**src/rtl/fifo_dual_read_drain.sv**
```systemverilog
// fifo_dual_read_drain: drains PAIR_COUNT words from each read port of the
// dual-read FIFO and merges them into one valid/ready stream of word pairs.
// Each lane has a 2-entry skid buffer that absorbs the 1-cycle read latency,
// the port-A write-priority stall and skew between the two lanes.
// Optional feature macro: FIFO_DRAIN_OUT_REG_EN (registered output stage).
module fifo_dual_read_drain #(
  parameter int DATA_WIDTH = 128,
  parameter int PAIR_COUNT = 2560
) (
  input  logic                    clk,
  input  logic                    rst_n,
  input  logic                    start,
  output logic                    busy,
  output logic                    done,
  input  logic [DATA_WIDTH-1:0]   fifo_rd_data_a,
  input  logic [DATA_WIDTH-1:0]   fifo_rd_data_b,
  input  logic                    fifo_empty_a,
  input  logic                    fifo_empty_b,
  input  logic                    fifo_wr_en,
  output logic                    fifo_rd_en_a,
  output logic                    fifo_rd_en_b,
  output logic [2*DATA_WIDTH-1:0] out_data,
  output logic                    out_valid,
  input  logic                    out_ready
);

  localparam int CW = $clog2(PAIR_COUNT + 1);
  localparam logic [CW-1:0] PC_C   = CW'(PAIR_COUNT);
  localparam logic [CW-1:0] LAST_C = CW'(PAIR_COUNT - 1);

  typedef enum logic [1:0] {
    S_IDLE  = 2'd0,
    S_RUN   = 2'd1,
    S_DRAIN = 2'd2,
    S_DONE  = 2'd3
  } state_t;

  state_t          state_reg;
  state_t          state_next;
  logic [CW-1:0]   popped_reg;

  // Per-lane views so both lanes share one generate body (index 0 = A, 1 = B).
  logic [1:0]            lane_empty;
  logic [1:0]            lane_block;
  logic [1:0]            lane_rd_en;
  logic [1:0]            lane_head_valid;
  logic [1:0]            lane_issued_full;
  logic [DATA_WIDTH-1:0] lane_rd_data [2];
  logic [DATA_WIDTH-1:0] lane_head    [2];

  logic run;
  logic frame_clear;
  logic pop;
  logic accept;
  logic last_accept;

  assign run          = (state_reg == S_RUN);
  assign frame_clear  = (state_reg == S_IDLE) & start;
  assign accept       = out_valid & out_ready;
  assign last_accept  = accept & (popped_reg == LAST_C);

  // A FIFO write steals port A for that cycle; port B is never blocked.
  assign lane_empty      = {fifo_empty_b, fifo_empty_a};
  assign lane_block      = {1'b0, fifo_wr_en};
  assign lane_rd_data[0] = fifo_rd_data_a;
  assign lane_rd_data[1] = fifo_rd_data_b;
  assign fifo_rd_en_a    = lane_rd_en[0];
  assign fifo_rd_en_b    = lane_rd_en[1];

  genvar gi;
  generate
    for (gi = 0; gi < 2; gi++) begin : g_lane
      logic [DATA_WIDTH-1:0] mem_reg [2];
      logic                  wr_ptr_reg;
      logic                  rd_ptr_reg;
      logic [1:0]            occ_reg;
      logic                  inflight_reg;
      logic [CW-1:0]         issued_reg;
      logic [2:0]            credit;

      // Words held plus the word in flight, minus the one leaving this cycle;
      // a read is allowed only if it still fits in the 2-entry buffer.
      assign credit = {1'b0, occ_reg} + {2'b00, inflight_reg} - {2'b00, pop};

      assign lane_rd_en[gi] = run & ~lane_empty[gi] & ~lane_block[gi] &
                              (issued_reg < PC_C) & (credit < 3'd2);

      assign lane_head[gi]        = mem_reg[rd_ptr_reg];
      assign lane_head_valid[gi]  = (occ_reg != 2'd0);
      assign lane_issued_full[gi] = (issued_reg == PC_C);

      // Issue counter, in-flight flag and skid buffer for this lane.
      always_ff @(posedge clk or negedge rst_n) begin
        if (!rst_n) begin
          mem_reg[0]   <= '0;
          mem_reg[1]   <= '0;
          wr_ptr_reg   <= 1'b0;
          rd_ptr_reg   <= 1'b0;
          occ_reg      <= 2'd0;
          inflight_reg <= 1'b0;
          issued_reg   <= '0;
        end else begin
          if (frame_clear) begin
            issued_reg <= '0;
          end else if (lane_rd_en[gi] && (issued_reg < PC_C)) begin
            issued_reg <= issued_reg + CW'(1);
          end
          inflight_reg <= lane_rd_en[gi];
          if (inflight_reg) begin
            mem_reg[wr_ptr_reg] <= lane_rd_data[gi];
            wr_ptr_reg          <= ~wr_ptr_reg;
          end
          if (pop) begin
            rd_ptr_reg <= ~rd_ptr_reg;
          end
          occ_reg <= occ_reg + {1'b0, inflight_reg} - {1'b0, pop};
        end
      end
    end
  endgenerate

`ifdef FIFO_DRAIN_OUT_REG_EN
  logic [2*DATA_WIDTH-1:0] out_data_reg;
  logic                    out_valid_reg;

  // The output register reloads whenever it is empty or being drained.
  assign pop = (&lane_head_valid) & (~out_valid_reg | out_ready);

  // Registered output stage: capture the head pair on each pop.
  always_ff @(posedge clk or negedge rst_n) begin
    if (!rst_n) begin
      out_data_reg  <= '0;
      out_valid_reg <= 1'b0;
    end else if (pop) begin
      out_data_reg  <= {lane_head[1], lane_head[0]};
      out_valid_reg <= 1'b1;
    end else if (out_ready) begin
      out_valid_reg <= 1'b0;
    end
  end

  assign out_data  = out_data_reg;
  assign out_valid = out_valid_reg;
`else
  assign out_valid = &lane_head_valid;
  assign out_data  = {lane_head[1], lane_head[0]};
  assign pop       = out_valid & out_ready;
`endif

  // State register and downstream pair counter.
  always_ff @(posedge clk or negedge rst_n) begin
    if (!rst_n) begin
      state_reg  <= S_IDLE;
      popped_reg <= '0;
    end else begin
      state_reg <= state_next;
      if (frame_clear) begin
        popped_reg <= '0;
      end else if (accept && (popped_reg < PC_C)) begin
        popped_reg <= popped_reg + CW'(1);
      end
    end
  end

  // Next-state logic; the final handshake wins over the RUN->DRAIN move.
  always_comb begin
    state_next = state_reg;
    case (state_reg)
      S_IDLE:  if (start) state_next = S_RUN;
      S_RUN: begin
        if (last_accept) begin
          state_next = S_DONE;
        end else if (&lane_issued_full) begin
          state_next = S_DRAIN;
        end
      end
      S_DRAIN: if (last_accept) state_next = S_DONE;
      S_DONE:  state_next = S_IDLE;
      default: state_next = S_IDLE;
    endcase
  end

  assign busy = (state_reg == S_RUN) | (state_reg == S_DRAIN);
  assign done = (state_reg == S_DONE);

endmodule
```
**config.mk**
```make
export PLATFORM = sky130hd
export DESIGN_NAME = fifo_dual_read_drain
export DESIGN_NICKNAME = d
export VERILOG_FILES = /design/src/rtl/fifo_dual_read_drain.sv
export SDC_FILE = /design/constraint.sdc
export NUM_CORES = 1
export LEC_CHECK = 0
export CAP_MARGIN = 5
export CORE_MARGIN = 3
export CORE_UTILIZATION = 46
export CTS_CLUSTER_SIZE = 20
export DETAILED_ROUTE_END_ITERATION = 10
export GPL_ROUTABILITY_DRIVEN = 0
export GPL_TIMING_DRIVEN = 0
export HOLD_SLACK_MARGIN = 0.1
export MAX_ROUTING_LAYER = met4
export PLACE_DENSITY = 0.8
export SLEW_MARGIN = 20
export SYNTH_ARGS = -nofsm -noshare
export SYNTH_HDL_FRONTEND = slang
export SYNTH_SLANG_ARGS = --single-unit
```
**constraint.sdc**
```tcl
create_clock -name clk -period 4.39 [get_ports clk]
set_input_delay 1.317 -clock clk [delete_from_list [all_inputs] [get_ports clk]]
set_output_delay 1.317 -clock clk [all_outputs]
set_load 0.01 [all_outputs]
```
==> impl_metrics.tcl <==
set metrics [dict create \
    worst_slew_pin_slew_ns 0.897 \
    dpl.cell_count 2820 \
    fin_area_um2 32700 \
    dpl-instance-area_um2 30500 \
    crit_type "input pin to output pin" \
    path_cells "buf_6 > o221ai_4 > inv_4 > ha_4 > inv_2 > ha_4 > fa_2 > nor4b_4 > and3_4 > buf_6" \
    synth_area_um2 24300 \
    cts_made_buffers 58 \
    drt-initial-drc-count 591 \
    num-fill-cells 3727 \
    setup_ws_ns 0.0349 \
    cts_tree "done" \
    vias 15600 \
    dr.pass1.iters 4 \
    hold_viol 0 \
    synthToLayoutAreaGrowth_pct 34.7 \
    path_clk_slew_ns 0.06 \
    slew_headroom 0.402 \
    synth_edf_count 0 \
    fin_util 0.632 \
    cp_slowest_stage_delay_ns 0.45 \
    grt_pass1_vias 17200 \
    dp_slack_ns -1.34 \
    hold_class "register to register" \
    switching_share 0.307 \
    seq_area_frac_synth 0.577 \
    layoutNonFillerInstCount 2943 \
    finalPower_w 0.0252 \
    root_buffer "clkbuf_16" \
    yosysTopAreaCell "dfrtp_1" \
    nets 2488 \
    multi_input_area_um2 9950 \
    required_ns 3.07 \
    ys_warn_count 0 \
    p_switching_w 0.00774 \
    die-area_um2 55600 \
    die_w_um 236 \
    async_flop_share 1.00 \
    dpl.hpwl_um 47300 \
    maxCapViolCount 0 \
    outcome "finished clean" \
    layout-drive-gt1-share 0.405 \
    ctsHtreeMaxLevel 2 \
    synth_top_area_frac 0.577 \
    leakagePower_nw 14.0 \
    comb_power_share 0.455 \
    fin_skew_ns 0.0137 \
    portBuffers 523 \
    intPower_w 0.0174 \
    peakVddDrop_mv 0.467 \
    layout_common_cells "mux2_2 (768), dfrtp_1 (560), clkdlybuf4s50_1 (519)" \
    drv_slew 0 \
    end_kind "output pin" \
    grt_max_degree 105 \
    cpMaxStageDelayCell "fa_2" \
    grt_pass1_wl_um 100000 \
    clk_latency_ns 0.60 \
    synth_cell_types 39 \
    wl_per_cell_um 22.1 \
    power_frac_clock 0.201 \
    antenna_found_initial 10 \
    syn-num-nets 1891 \
    start_util 0.469 \
    cp_max_fo 3 \
    synth_cells 1612 \
    final-setup-viol-count 0 \
    period_share 0.992 \
    vias_per_cell 5.29 \
    chipHeight_um 236 \
    drtAntennaViolNets 0 \
    powerDensity_nw_per_um2 770 \
    drcViolationCount 0 \
    synth.avg_cell_area_um2 15.1 \
    arrival_ns 3.04 \
    core.rowCount 83 \
    cts_sinks 560 \
    pin_count 524 \
    grt.total_usage 0.237 \
    start_kind "input pin" \
    path_delay_family "adder cells" \
    cts_buffer_depth 3 \
    largest_reg_flops 512 \
    fin_crit_ns 4.36 \
    max_freq_mhz 230 \
    ys_top_cells_by_area "dfrtp_1 (58%), mux2_2 (36%), clkbuf_1 (1.2%)" \
    design.core.area_um2 51700 \
    crit_buf_inv 4 \
    overflow 0 \
    p_seq_frac 0.344 \
    regArea_um2 14000 \
    rsz0062_at_grt "yes" \
    synth-seq-cells 560 \
    final_common_cell "mux2_2" \
    wl_um 64900 \
    ys.flop_type "dfrtp_1" \
]
==> power by group through the flow <==
stage | combinational (W) | clock (W) | sequential (W)
5_1_grt | 0.0122 | 0.00537 | 0.00894
3_5_place_dp | 0.0113 | 0 | 0.00870
6_report | 0.0115 | 0.00505 | 0.00866
4_1_cts | 0.0115 | 0.00516 | 0.00865
3_3_place_gp | 0.0111 | 0 | 0.00855
2_1_floorplan | 0.00610 | 0 | 0.00830
==> worst paths after layout <==
check	startpoint	end	slack (ns)	cells past startpoint
setup / recovery	out_ready	fifo_rd_en_a	0.03	10
hold / removal	g_lane[1].wr_ptr_reg$_DFFE_PN0P_	g_lane[1].wr_ptr_reg$_DFFE_PN0P_	0.50	1
setup reg to reg	g_lane[0].occ_reg[0]$_DFF_PN0_	g_lane[1].issued_reg[8]$_DFFE_PN0P_	1.28	13
hold reg to reg	g_lane[1].wr_ptr_reg$_DFFE_PN0P_	g_lane[1].wr_ptr_reg$_DFFE_PN0P_	0.50	1
max in group asynchronous	rst_n	g_lane[1].mem_reg[74]$_DFFE_PN0P_	1.86	4
min in group asynchronous	rst_n	g_lane[0].mem_reg[23]$_DFFE_PN0P_	0.69	1
==> worst register-to-register path, stage by stage (launching register included) <==
cell      delay (ns)
dfrtp_1         0.45
o221ai_4        0.24
inv_4           0.08
ha_4            0.27
inv_2           0.04
ha_4            0.14
fa_1            0.49
nor2_2          0.16
nand4_1         0.16
buf_4           0.18
buf_4           0.15
nor4_1          0.39
xnor2_1         0.16
nor2_1          0.05
==> metrics by stage <==
stage          setup TNS, ns  hold slack (ns)
6_report                   0            0.497
5_1_grt               -0.132            0.511
4_1_cts               -0.324            0.500
3_5_place_dp           -2.63            0.485
3_3_place_gp               -            0.473
2_1_floorplan              0            0.460
==> area by class of cell <==
| cell class | count | area share |
|---|---|---|
| clock buffers | 87 | 0.0539 |
| well taps | 680 | 0.0260 |
| multi-input cells | 945 | 0.304 |
| diodes | 11 | 0.000842 |
| repair buffers | 538 | 0.167 |
| clock inverters | 16 | 0.00658 |
| flip-flops and latches | 560 | 0.429 |
| inverters | 18 | 0.00214 |
| plain buffers | 88 | 0.0106 |
==> Yosys cell counts (5+ instances only) <==
master / n
nor4b_1: 5
nor2_1: 39
ha_1: 14
inv_1: 18
nand4_1: 12
xnor2_1: 18
xor2_1: 17
nor3_1: 8
nand2_1: 16
clkbuf_1: 80
buf_2: 5
mux2_2: 768
dfrtp_1: 560
nand3_1: 7
==> timing repair <==
action	CTS	global route
hold buffers	0	0
pin swaps	4	7
setup endpoints to repair	166	7
buffers inserted	4	6
resized for setup	30	14
==> cells by family after synthesis <==
logic type	share of synthesized area
AOI/OAI and AO/OA	0.00495
muxes	0.358
adders and majority gates	0.00886
xor gates and xnor gates	0.0126
DFF	0.577
buffers and inverters	0.0168
and+or+nand+nor	0.0219
==> per-layer routing <==
metal	vias up	track usage	routed length, um
li1	6985	-	-
met4	0	0.0608	1600
met1	7992	0.273	25600
met3	110	0.0867	5600
met5	-	-	0
met2	467	0.393	32100
(Power assumes the default switching activity.)
